<file path="src/rtl/ps2_keyboard_tx.sv">
// ---------------------------------------------------------------------------
// ps2_keyboard_tx
// Device-side PS/2 transmitter that behaves like a keyboard. Scan-code bytes
// from the host logic are queued in a small FIFO. Each byte is sent on
// ps2_clk/ps2_data as an 11-bit device-to-host frame:
//   start 0, d[0]..d[7] LSB first, odd parity, stop 1.
// The data line changes only while ps2_clk is high, so the receiver can
// sample it on the falling edge of ps2_clk.
//
// Optional feature macro: PS2_TX_PERR_INJECT_EN
//   When this macro is defined, the module has an extra input perr_inj. It is
//   sampled on the cycle a byte is popped from the FIFO. If it is 1, that
//   frame is sent with an inverted (even) parity bit.
//
// Ports
//   clk       in   system clock, every register uses its rising edge
//   clrn      in   asynchronous active-low reset
//   wr_en     in   push wr_data into the FIFO in this cycle
//   wr_data   in   [7:0] scan-code byte
//   perr_inj  in   (only with PS2_TX_PERR_INJECT_EN) corrupt the parity bit
//   full      out  FIFO holds DEPTH bytes
//   empty     out  FIFO holds no bytes
//   busy      out  a frame or the idle gap after it is in progress
//   overflow  out  sticky; set when a push is dropped because the FIFO is full
//   ps2_clk   out  PS/2 clock line, 1 when idle
//   ps2_data  out  PS/2 data line, 1 when idle
// ---------------------------------------------------------------------------
module ps2_keyboard_tx #(
    parameter int CLK_DIV = 4,  // half-period of ps2_clk in clk cycles (>=2)
    parameter int GAP     = 8,  // idle clk cycles between frames (>=1)
    parameter int DEPTH   = 8   // FIFO depth in bytes (power of 2, >=2)
) (
    input  logic       clk,
    input  logic       clrn,
    input  logic       wr_en,
    input  logic [7:0] wr_data,
`ifdef PS2_TX_PERR_INJECT_EN
    input  logic       perr_inj,
`endif
    output logic       full,
    output logic       empty,
    output logic       busy,
    output logic       overflow,
    output logic       ps2_clk,
    output logic       ps2_data
);

    localparam int AW = $clog2(DEPTH);
    localparam int TW = $clog2(((CLK_DIV > GAP) ? CLK_DIV : GAP) + 1);

    typedef enum logic [1:0] {S_IDLE, S_HIGH, S_LOW, S_GAP} state_t;

    // ---------------- FIFO ----------------
    logic [7:0]    mem_q [DEPTH];
    logic [AW-1:0] wr_ptr_q, rd_ptr_q;
    logic [AW:0]   count_q, count_d;
    logic          full_q, empty_q, overflow_q;
    logic          push, pop;
    state_t        state_q;

    // full_q and empty_q come from the registered count. Because of this, a
    // pop frees its slot for writers only from the next cycle.
    assign push = wr_en && !full_q;
    assign pop  = (state_q == S_IDLE) && !empty_q;

    always_comb begin
        count_d = count_q;
        case ({push, pop})
            2'b10:   count_d = count_q + 1'b1;
            2'b01:   count_d = count_q - 1'b1;
            default: count_d = count_q;
        endcase
    end

    // Storage array is not reset; the pointers and the count define its state.
    always_ff @(posedge clk) begin
        if (push) begin
            mem_q[wr_ptr_q] <= wr_data;
        end
    end

    always_ff @(posedge clk or negedge clrn) begin
        if (!clrn) begin
            wr_ptr_q   <= '0;
            rd_ptr_q   <= '0;
            count_q    <= '0;
            full_q     <= 1'b0;
            empty_q    <= 1'b1;
            overflow_q <= 1'b0;
        end else begin
            if (push) wr_ptr_q <= wr_ptr_q + 1'b1;
            if (pop)  rd_ptr_q <= rd_ptr_q + 1'b1;
            count_q <= count_d;
            full_q  <= (count_d == (AW+1)'(DEPTH));
            empty_q <= (count_d == '0);
            if (wr_en && full_q) overflow_q <= 1'b1;
        end
    end

    // ---------------- frame assembly ----------------
    logic [7:0]  head;
    logic        parity_bit;
    logic [10:0] frame_w;

    assign head = mem_q[rd_ptr_q];
`ifdef PS2_TX_PERR_INJECT_EN
    assign parity_bit = ~(^head) ^ perr_inj;
`else
    assign parity_bit = ~(^head);
`endif
    assign frame_w = {1'b1, parity_bit, head, 1'b0};

    // ---------------- serializer FSM ----------------
    // Bit 0 of the frame goes directly into ps2_data_q when the byte is
    // loaded. Only the remaining ten bits are kept in shift_q.
    logic [9:0]    shift_q;
    logic [3:0]    bitcnt_q;
    logic [TW-1:0] tmr_q;
    logic          ps2_clk_q, ps2_data_q, busy_q;

    always_ff @(posedge clk or negedge clrn) begin
        if (!clrn) begin
            state_q    <= S_IDLE;
            shift_q    <= '1;
            bitcnt_q   <= '0;
            tmr_q      <= '0;
            ps2_clk_q  <= 1'b1;
            ps2_data_q <= 1'b1;
            busy_q     <= 1'b0;
        end else begin
            case (state_q)
                S_IDLE: begin
                    if (!empty_q) begin
                        shift_q    <= frame_w[10:1];
                        bitcnt_q   <= '0;
                        tmr_q      <= TW'(CLK_DIV - 1);
                        ps2_clk_q  <= 1'b1;
                        ps2_data_q <= frame_w[0];
                        busy_q     <= 1'b1;
                        state_q    <= S_HIGH;
                    end
                end
                S_HIGH: begin
                    if (tmr_q == '0) begin
                        tmr_q     <= TW'(CLK_DIV - 1);
                        ps2_clk_q <= 1'b0;
                        state_q   <= S_LOW;
                    end else begin
                        tmr_q <= tmr_q - 1'b1;
                    end
                end
                S_LOW: begin
                    if (tmr_q == '0) begin
                        ps2_clk_q <= 1'b1;
                        if (bitcnt_q == 4'd10) begin
                            tmr_q      <= TW'(GAP - 1);
                            ps2_data_q <= 1'b1;
                            state_q    <= S_GAP;
                        end else begin
                            // The next bit appears together with the rising
                            // edge. It stays stable for a whole high phase
                            // before the next falling edge.
                            ps2_data_q <= shift_q[0];
                            shift_q    <= {1'b1, shift_q[9:1]};
                            bitcnt_q   <= bitcnt_q + 1'b1;
                            tmr_q      <= TW'(CLK_DIV - 1);
                            state_q    <= S_HIGH;
                        end
                    end else begin
                        tmr_q <= tmr_q - 1'b1;
                    end
                end
                S_GAP: begin
                    if (tmr_q == '0) begin
                        busy_q  <= 1'b0;
                        state_q <= S_IDLE;
                    end else begin
                        tmr_q <= tmr_q - 1'b1;
                    end
                end
                default: state_q <= S_IDLE;
            endcase
        end
    end

    assign full     = full_q;
    assign empty    = empty_q;
    assign busy     = busy_q;
    assign overflow = overflow_q;
    assign ps2_clk  = ps2_clk_q;
    assign ps2_data = ps2_data_q;

endmodule
</file>
<file path="config.mk">
export PLATFORM = sky130hd
export DESIGN_NAME = ps2_keyboard_tx
export DESIGN_NICKNAME = d
export VERILOG_FILES = /design/src/rtl/ps2_keyboard_tx.sv
export SDC_FILE = /design/constraint.sdc
export NUM_CORES = 1
export LEC_CHECK = 0
export CAP_MARGIN = 20
export CORE_UTILIZATION = 35
export DETAILED_ROUTE_END_ITERATION = 10
export PLACE_DENSITY = 0.53
export SLEW_MARGIN = 15
export SYNTH_ARGS = -nofsm -noshare
export SYNTH_HDL_FRONTEND = slang
export SYNTH_SLANG_ARGS = --single-unit
export TNS_END_PERCENT = 30
</file>
<file path="constraint.sdc">
create_clock -name clk -period 5.9 [get_ports clk]
set_input_delay 0.885 -clock clk [delete_from_list [all_inputs] [get_ports clk]]
set_output_delay 0.885 -clock clk [all_outputs]
set_load 0.005 [all_outputs]
</file>
# After elaboration in Yosys (flattened, before gate mapping)
# Memories as Yosys holds them, arrays and structs flattened.
# Index checks and enable logic that the tools add are counted.
[classes]
add_sub_neg = 6
eq_ne = 13
muxes = 32
n_bitwise = 1
reduce_logical = 18
[op_table]
columns = ["op", "n"]
rows = [
  ["$mux 10", 3],
  ["$mux 4", 7],
  ["$pmux 10 s2", 1],
  ["$pmux 4 s2", 2],
  ["$pmux 4 s4", 1],
  ["$ne 2x2->1 const B", 6],
  ["$reduce_and 4->1", 3],
  ["$mux 2", 5],
  ["$add 4x1->4 const B", 2],
  ["$eq 4x4->1 const B", 2],
  ["$logic_not 4->1", 2],
  ["$mux 1", 8],
  ["$pmux 2 s4", 1],
  ["$reduce_xor 8->1", 1],
  ["$sub 4x1->4 const B", 2],
  ["$add 3x1->3 const B", 2],
  ["$eq 2x2->1 const B", 3],
  ["$reduce_and 3->1", 2],
  ["$eq 2x1->1 const B", 2],
  ["$pmux 1 s2", 2],
  ["$reduce_bool 2->1", 2],
  ["$logic_and 1x1->1", 3],
  ["$mux 3", 1],
  ["$pmux 1 s3", 1],
  ["5 further kinds", 6],
]
[word_totals]
reg_bits = 36
ram_bits = 64
word_cells = 84
memories = 1
[memory_table]
columns = ["memory", "words", "word_bits", "read_ports", "rd_ports_with_merged_regs", "wr", "line_no", "source"]
rows = [
  ["mem_q", 8, 8, 1, 0, 1, "54", "logic [7:0] mem_q [DEPTH];"],
]

# Depth between registers and ports, before layout
# Gate-level depths: netlist (run 1).
[logic_depth]
word_depth = 5
depth_mapped = 12

# Worst setup path before layout (run 1)
# Ideal clock, no wire load.
[synth_path]
kind = "input to register"
startpoint = "input port wr_en"
endpoint = "register empty_q (netlist: empty)"
setup_time_ps = 101
arrival_ps = 2541
slack_ps = 3259
stages = 9
path_buffers = 0
cell_sequence = "nor2b_1 > inv_2 > ha_1 > nor2b_1 > a31oi_1 > or3_1 > a31oi_2 > xnor2_1 > nor4b_1"
[synth_between]
elab_chain_cells = 4
[synth_lines]
columns = ["element", "line_no", "source"]
rows = [
  ["start: declaration", "35", "input logic wr_en,"],
  ["$logic_and 1x1->1 (*)", "63", "assign push = wr_en && !full_q;"],
  ["$eq 2x1->1 or $eq 2x2->1 (tied branches)", "68", "case ({push, pop})"],
  ["$pmux 4 s2 (*)", "68", ""],
  ["$logic_not 4->1 (*)", "95", "empty_q <= (count_d == '0);"],
  ["end signal: assignment", "95", ""],
  ["end: declaration", "57", "logic full_q, empty_q, overflow_q;"],
]
# Every way passes the cells marked *; elsewhere a longest branch is shown, timed or not.
# A chain may end at the register's enable or synchronous reset.

# Worst setup path after layout (run 1)
# Same ends and word-level chain as after synthesis.

==> flow_summary_export.csv, run 1 <==
group,metric,value,unit
synth,yosysMostFrequentCell,"edfxtp_1",
cts,htree_levels,3,
drt,drt.antenna.violating_nets,0,
cts,post_cts_hold_buffer_count,0,
drt,drt-pass1-iter-count,4,
sta,totalNegativeSetupSlack,0,ps
cts,clock_sink_count,99,
setup_path,critical_path.cell_chain,"clkdlybuf4s50_1, nor2b_1, inv_2, ha_1, nor2b_1, a31oi_1, or3_1, a31oi_2, xnor2_1, nor4b_1",
drt,avgRoutedWirePerCell,16.1,um
finish,layout.nets,327,
sta,setup_viol,0,
synth,synth-seq-cells,99,
die,dieArea,12800,um^2
synth,synthesized_netlist_net_count,307,
power_and_ir_drop,share_comb_of_total_power,0.359,
setup_path,crit_path_max_incr_delay,470,ps
synth,asyncSetResetFlopFracSynth,0.354,
sta,post-route-period-util,0.523,
power_and_ir_drop,p_seq_frac,0.425,
die,io_pins,17,
sta,rsz0062_at_grt,"no",
cts,post_cts.resized_instances,0,
synth,yosys.cell_types.count,44,
power_and_ir_drop,p_switching,0.000895,W
sta,fmaxAchievable,324,MHz
global_routing,vias_in_the_first_global_route,2362,
setup_path,critical_path.endpoint_type,"flop",
outcome,status,"completed",
drt,post_drt_via_cell_ratio,5.01,
finish,diodes,0,
finish,layout-area-overhead-vs-synth,13.8,%
global_routing,globalRouteOverflowTotal,0,
job,drv_cap,0,
setup_path,worstSetupStartpoint,"wr_en",
die,core_area,12000,um^2
power_and_ir_drop,p_int,0.00173,W
synth,synth-seq-area-share,0.653,
finish,drive_gt1_frac,0.182,
cts,clock_path_buffers,2,
die,site_row_count,40,
place,dpl_ws,2480,ps
cts,cts_buffers,9,
cts,cts_tree,"done",
sta,final-hold-violation-count,0,
worst_hold_path,hp-start,"overflow",
global_routing,grt_usage,0.129,
cts,post_cts_buffers,0,
global_routing,grt_start_max_net_pins,36,
drt,drt_drc_violations_left,0,
place,port_buffers,16,
drt,route.final.wire_length,7.42,mm
synth,yosys_warnings,0,
power_and_ir_drop,max_vdd_drop,213,uV
synth,number_of_flops_mapped_to_enable_cells_by_yosys,64,
cts,worst_skew_pair.late_latency,350,ps
power_and_ir_drop,net_sw_frac,0.341,
sta,worst_slack,2820,ps
setup_path,timing.critical_path.fanout_max,9,
cts,clkSlewWorstSetupHoldPaths,70,ps
synth,synthesis.instances,288,
sta,finalClockSkew,10.4,ps
power_and_ir_drop,static-leakage-power,1.77,nW
die,start_util,0.359,
setup_path,crit_type,"in -> reg",
finish,fin_cells,460,
place,dp.final_hpwl,4.88,mm
setup_path,timing.critical_path.required,6140,ps
synth,synth_ff_type,"edfxtp_1",
setup_path,critPathArrivalTime,3320,ps
die,die_h,113,um
setup_path,crit_path_top_delay_cell,"clkdlybuf4s50_1",
sta,maxSlewViolCount,0,
power_and_ir_drop,pwr-share-clk,0.216,
power_and_ir_drop,cellPowerDensity,535,nW/um^2
setup_path,cell_mode_on_critical_path,"nor2b_1",
global_routing,grt_first_pass_wirelength,12.2,mm
synth,synth_common_cells,"64 x edfxtp_1, 37 x nand2_1, 23 x dfrtp_1",
place,placed_cells_incl_taps,444,
drt,vias,2304,
synth,postSynthAreaPerCell,15.0,um^2
sta,max_slew_headroom,0.345,
synth,cell_accounting_for_the_most_synthesized_area,"edfxtp_1",
worst_hold_path,hold_path.class,"reg -> reg",
cts,clock-root-buffer,"clkbuf_16",
sta,layout_min_cycle_time,3080,ps
global_routing,antenna_found_initial,0,
place,gpl_wtd_cong,0.743,
setup_path,critical_path.startpoint_type,"primary input",
die,die_width,113,um
synth,post_synth_instance_area,4310,um^2
sta,worst-slew-pin-transition,974,ps
drt,detail_route.iter0.violations,124,
synth,synth_top_area_frac,0.446,
setup_path,startpoint_of_the_worst_slack_reg_to_reg_timing_path,"state_q[0]",
synth,synth.top_cells.by_area,"edfxtp_1 45%, dfrtp_1 13%, dfstp_2 7.3%",
finish,nFillCells,1107,
power groups by stage:
stage          Combinational, W  Clock, W  Sequential (W)
3_5_place_dp           0.000956         0         0.00113
5_1_grt                 0.00105  0.000607         0.00115
4_1_cts                0.000958  0.000584         0.00112
3_3_place_gp           0.000903         0         0.00115
2_1_floorplan          0.000842         0         0.00103
6_report               0.000941  0.000566         0.00111
cell usage in the layout, fill, tap and decap left out, types with 7 or more instances in the layout:
master and n:
mux4_2 13, clkbuf_16 9, a21oi_1 9, nor2_1 13
nor3_1 7, xnor2_1 13, edfxtp_1 64, dfstp_2 12
o21ai_1 8, clkdlybuf4s50_1 15, ha_1 8, nand2_1 37
dfrtp_1 23, o21ai_0 14
per-layer routing:
metal  vias up  part of all wire  global-route usage
met5         -                 0                   0
met4         0             0.020              0.0596
met3        12             0.035              0.0407
met2        37              0.46               0.201
met1      1144              0.48               0.166
li1       1111                 -                   -
cell type report:
cell class / instances / area (um^2) / area share
Clock buffer: 9 / 225 / 0.0459
Clock inverter: 7 / 57.6 / 0.0117
Inverter: 6 / 27.5 / 0.00561
Multi-Input combinational cell: 171 / 1390 / 0.282
Sequential cell: 99 / 2810 / 0.573
Tap cell: 147 / 184 / 0.0375
Timing Repair Buffer: 21 / 213 / 0.0434
critical path: cells and delay by family:
| kind | cells | cell delay [ps] |
|---|---|---|
| fa+ha+maj | 1 | 270 |
| buf+inv | 2 | 630 |
| xor+xnor | 1 | 180 |
| compound gates | 2 | 250 |
| simple gates | 4 | 1110 |
stage by stage:
stage | area, um^2 | total power (W) | hold WS, ps | util
after floorplan | 4310 | 0.00187 | 441 | -
after global placement | 4590 | 0.00205 | 445 | 0.383
after detailed placement | 4620 | 0.00209 | 448 | 0.385
after CTS | 4900 | 0.00266 | 465 | 0.408
after global routing | 4900 | 0.00280 | 481 | 0.408
final | 4900 | 0.00262 | 460 | 0.408
worst paths after layout:
check                                    to  slack, ps  cells past startpoint
worst min register to register     overflow        460                      1
worst max-delay path                  empty       2820                     10
worst min-delay path               overflow        460                      1
min in group asynchronous          tmr_q[3]        620                      1
max in group asynchronous       rd_ptr_q[1]       4780                      1
worst max register to register        empty       3250                      9
logic make-up (layout without fill, tap and decap cells):
| family | count (synthesis) | after routing | share of synthesized area |
|---|---|---|---|
| multiplexers | 25 | 25 | 0.118 |
| XOR/XNOR | 18 | 18 | 0.0383 |
| AND/OR/NAND/NOR | 78 | 78 | 0.0830 |
| buffers and inverters | 18 | 43 | 0.0273 |
| flip-flops | 99 | 99 | 0.653 |
| adder cells (fa/ha/maj) | 8 | 8 | 0.0232 |
| AO/OA/AOI/OAI | 42 | 42 | 0.0575 |
registers in the layout, summed over array words and instances, names as in the netlist:
name / count
mem_q: 64
state_q: 2
ps2_data: 1
overflow: 1
rd_ptr_q: 3
empty: 1
full: 1
count_q: 4
busy: 1
shift_q: 9
wr_ptr_q: 3
bitcnt_q: 4
tmr_q: 4
ps2_clk: 1
Power figures use the tool's default switching activity.
==> run 2: changes to the inputs <==
Settings changed: PLACE_DENSITY 0.53 to 0.55.
Clock period 5.9 ns to 2.5 ns, I/O delays scaled along.
==> flow_summary_export.csv, run 2 (synthesized netlist as in run 1, its figures left out) <==
group,metric,value,unit
outcome,status,"completed",
power_and_ir_drop,share_comb_of_total_power,0.403,
finish,layout.nets,345,
place,placed_cells_incl_taps,462,
cts,htree_levels,3,
global_routing,grt_usage,0.129,
sta,finalClockSkew,9.96,ps
power_and_ir_drop,p_seq_frac,0.387,
cts,post_cts.resized_instances,0,
power_and_ir_drop,static-leakage-power,1.85,nW
finish,largest_registers,"mem_q (64), shift_q (9)",
cts,post_cts_buffers,0,
power_and_ir_drop,max_vdd_drop,454,uV
finish,fin_util,0.421,
setup_path,crit_path_top_delay_cell,"or3_4",
setup_path,critical_path.cell_chain,"or3_4, clkinv_4, ha_1, buf_4, nor2b_1, a31oi_1, or3_1, a31oi_2, xnor2_1, buf_4, nor4_1",
cts,post_cts_hold_buffer_count,0,
cts,cts_tree,"done",
setup_path,stages_on_the_worst_setup_path,11,
global_routing,vias_in_the_first_global_route,2374,
finish,fin_cells,478,
drt,drt.antenna.violating_nets,0,
cts,worst_skew_pair.late_latency,340,ps
die,core_area,12000,um^2
cts,cts_buffers,9,
setup_path,timing.critical_path.buf_inv,3,
finish,flip_flop_count_of_the_largest_register_after_layout,64,
power_and_ir_drop,p_int,0.00420,W
sta,rsz0062_at_grt,"no",
finish,drive_gt1_frac,0.230,
die,die_width,113,um
place,gpl_wtd_cong,0.716,
sta,post-route-period-util,0.917,
drt,vias,2368,
setup_path,cell_mode_on_critical_path,"buf_4",
sta,worst-slew-pin-transition,579,ps
drt,drt_drc_violations_left,0,
cts,clock_path_buffers,2,
sta,layout_min_cycle_time,2290,ps
cts,clock_sink_count,99,
sta,fmaxAchievable,436,MHz
setup_path,critical_path.startpoint_type,"flop",
power_and_ir_drop,net_sw_frac,0.339,
sta,max_slew_headroom,0.614,
setup_path,crit_path_max_incr_delay,410,ps
drt,detail_route.iter0.violations,55,
power_and_ir_drop,cellPowerDensity,1260,nW/um^2
job,drv_cap,0,
setup_path,worst-r2r-cell-count,11,
finish,most_common_cell_after_layout_fill_and_taps_aside,"edfxtp_1",
power_and_ir_drop,p_switching,0.00216,W
global_routing,antenna_found_initial,0,
setup_path,timing.critical_path.required,2750,ps
global_routing,grt_first_pass_wirelength,12.3,mm
sta,final-hold-violation-count,0,
sta,setup_viol,0,
drt,avgRoutedWirePerCell,15.5,um
worst_hold_path,hold_path.class,"in -> async",
cts,clock-root-buffer,"clkbuf_16",
global_routing,globalRouteOverflowTotal,0,
finish,most-common-layout-cells,"64 x edfxtp_1, 37 x nand2_1, 23 x dfrtp_1",
setup_path,critical_path.endpoint_type,"flop",
finish,diodes,0,
setup_path,crit_family,"simple AND/OR/NAND/NOR gates",
power_and_ir_drop,pwr-share-clk,0.210,
drt,post_drt_via_cell_ratio,4.95,
setup_path,critPathArrivalTime,2540,ps
sta,totalNegativeSetupSlack,0,ps
sta,maxSlewViolCount,0,
place,dp.final_hpwl,4.79,mm
cts,clkSlewWorstSetupHoldPaths,70,ps
die,site_row_count,40,
die,start_util,0.359,
die,die_h,113,um
sta,holdWs,447,ps
die,io_pins,17,
global_routing,grt_start_max_net_pins,36,
die,dieArea,12800,um^2
finish,layout-area-overhead-vs-synth,17.3,%
finish,top_register,"mem_q",
drt,route.final.wire_length,7.43,mm
place,port_buffers,16,
setup_path,timing.critical_path.fanout_max,8,
setup_path,crit_type,"reg -> reg",
drt,drt-pass1-iter-count,4,
==> run 2: power by group through the flow <==
stage / Clock [W] / Combinational, W / Sequential, W
global route: 0.00143 / 0.00287 / 0.00251
floorplan: 0 / 0.00199 / 0.00243
detailed placement: 0 / 0.00258 / 0.00248
finish: 0.00134 / 0.00256 / 0.00246
global placement: 0 / 0.00254 / 0.00247
CTS: 0.00138 / 0.00260 / 0.00246
==> run 2: layout make-up <==
class | count | area, um^2
Sequential cell | 99 | 2810
Clock buffer | 9 | 225
Tap cell | 147 | 184
Fill cell | 1075 | 6960
Clock inverter | 7 | 68.8
Inverter | 6 | 27.5
Multi-Input combinational cell | 171 | 1390
Timing Repair Buffer | 39 | 345
==> run 2: through the flow <==
step	area [um^2]	power (W)	worst slack [ps]
floorplan	4310	0.00442	154
global placement	4750	0.00501	3.08
detailed placement	4750	0.00507	-84.7
CTS	5040	0.00643	125
global route	5050	0.00681	17.7
finish	5050	0.00636	208
==> run 2: worst paths after layout <==
path                             from         end  slack (ps)
setup / recovery           state_q[0]        full         210
hold / removal                   clrn  count_q[1]         450
setup reg to reg           state_q[0]        full         210
hold reg to reg              overflow    overflow         450
max in group asynchronous        clrn  shift_q[4]        1700
min in group clk             overflow    overflow         450
==> run 2: layer usage <==
layer | vias to the layer above | track usage | share of wire
li1 | 1154 | - | -
met1 | 1178 | 0.169 | 0.47
met2 | 25 | 0.211 | 0.49
met3 | 11 | 0.0257 | 0.024
met4 | 0 | 0.0553 | 0.020
met5 | - | 0 | 0
==> patch, RTL diff (config.mk and constraints of run 2) <==
Add a define of `PS2_TX_PERR_INJECT_EN`.
--- a/src/rtl/ps2_keyboard_tx.sv
+++ b/src/rtl/ps2_keyboard_tx.sv
@@ -25,6 +25,8 @@
 //   ps2_clk   out  PS/2 clock line, 1 when idle
 //   ps2_data  out  PS/2 data line, 1 when idle
 // ---------------------------------------------------------------------------
+`define PS2_TX_PERR_INJECT_EN
+
 module ps2_keyboard_tx #(
     parameter int CLK_DIV = 4,  // half-period of ps2_clk in clk cycles (>=2)
     parameter int GAP     = 8,  // idle clk cycles between frames (>=1)
Interface: changed (added perr_inj); port bits go from 17 to 18. No check against the original RTL was run, so the function may have changed too.
==> patch against run 2 <==
Maximum frequency is 1.1% lower; power shrank 4.6%; sequential cell count is the same; area after synthesis up 0.15%; combinational power decreased by 8.2%; setup slack got worse by 0.027 ns; sequential share of layout area increased by 0.15 points; final area fell by 0.27%; wire length grew 2.2%; critical endpoint is now shift_q[8]$_DFFE_PN1P_; largest cell class unchanged.
==> patch: results (changes against run 2) <==
CP Capture Point shift_q[8]$_DFFE_PN1P_; delay of the slowest critical-path stage 0.53 ns (+0.12 ns); Nets 347 (+0.58%); outcome finished clean; final RePlAce weighted congestion 0.7055 (-1.5%); Seq/Total Area, Yosys 65.18% (-0.095 points); DP Wirelength 4.965 mm (+3.6%); CP startpoint rd_ptr_q[1]$_DFFE_PN0P_; vias per cell 4.964 (+0.21%); GRT Overall Usage 13.12% (+0.20 points); Unique masters post-synth 48 (+9.1%); r2r worst-path depth 7 (-4); vias in the first global route 2,283 (-3.8%); kind of cell adding the most delay to the critical path multiplexers; Worst VDD drop 0.5345 mV (+18%); layout cells sized above 1 21.75% (-1.2 points); P_clk 0.00124 W (-7%); leak pwr 1.850 nW (about the same); Synth Flop Type edfxtp_1; R2R setup slack 0.18 ns (-0.03 ns); drt total wl 7.590 mm (+2.2%); Placement Cell Area 4767 sq um (+0.40%); WP data arrival 2.59 ns (+0.05 ns); CP max-delay cell mux4_2; synth top area cells edfxtp_1, dfrtp_1, dfstp_2, mux4_2, nand2_1; Pint 0.004120 W (-1.9%); worst slew pin tran 0.4467 ns (-0.1320 ns); worst-path maximum fanout 11 (+3)
==> patch: cell types whose count changed after synthesis, moves of 3 or more <==
cell / run 2 / this run
nand2_1: 37 / 29
nor2_1: 13 / 17
mux2i_4: 3 / 0
mux2i_1: 3 / 7
==> patch: metal layers <==
layer  track usage [%]  wire [um]  vias up
met2             21.15       3754       23
met1             17.08       3593     1181
li1                  -          -     1162
met4             5.526         76        0
met5                 0          0        -
met3             3.107        165        7
==> patch: area by class of cell <==
type,instances,area (sq um),area share (%)
Clock buffer,9,225.2,4.469
Clock inverter,6,42.54,0.8441
Inverter,5,18.77,0.3724
Multi-Input combinational cell,171,1394,27.66
Sequential cell,99,2813,55.81
Tap cell,147,183.9,3.649
Timing Repair Buffer,41,362.8,7.200
==> patch: metrics by stage <==
step | worst slack (ns) | utilization (%) | instances | power [W] | hold slack [ns]
3_5_place_dp | -0.01030 | 39.69 | 463 | 0.004899 | 0.4430
3_3_place_gp | 0.03955 | 39.69 | 463 | 0.004865 | 0.4397
2_1_floorplan | 0.3796 | - | 287 | 0.004299 | 0.07941
5_1_grt | 0.04291 | 41.96 | 478 | 0.006500 | 0.4804
6_report | 0.1819 | 41.96 | 478 | 0.006066 | 0.4482
4_1_cts | 0.1497 | 41.92 | 478 | 0.006165 | 0.4543
==> patch: timing repair <==
action / CTS / global route
buffers inserted: 0 / 0
setup endpoints to repair: 0 / 2
resized for setup: 0 / 1
==> patch: logic make-up after synthesis <==
family                     Yosys count  synth area share (%)
DFF                                 99                 65.18
adders and majority gates            8                 2.320
xor gates and xnor gates            18                 4.001
AOI/OAI and AO/OA                   44                 5.973
and+or+nand+nor                     74                 8.263
buffers and inverters               17                 2.783
muxes                               27                 11.48
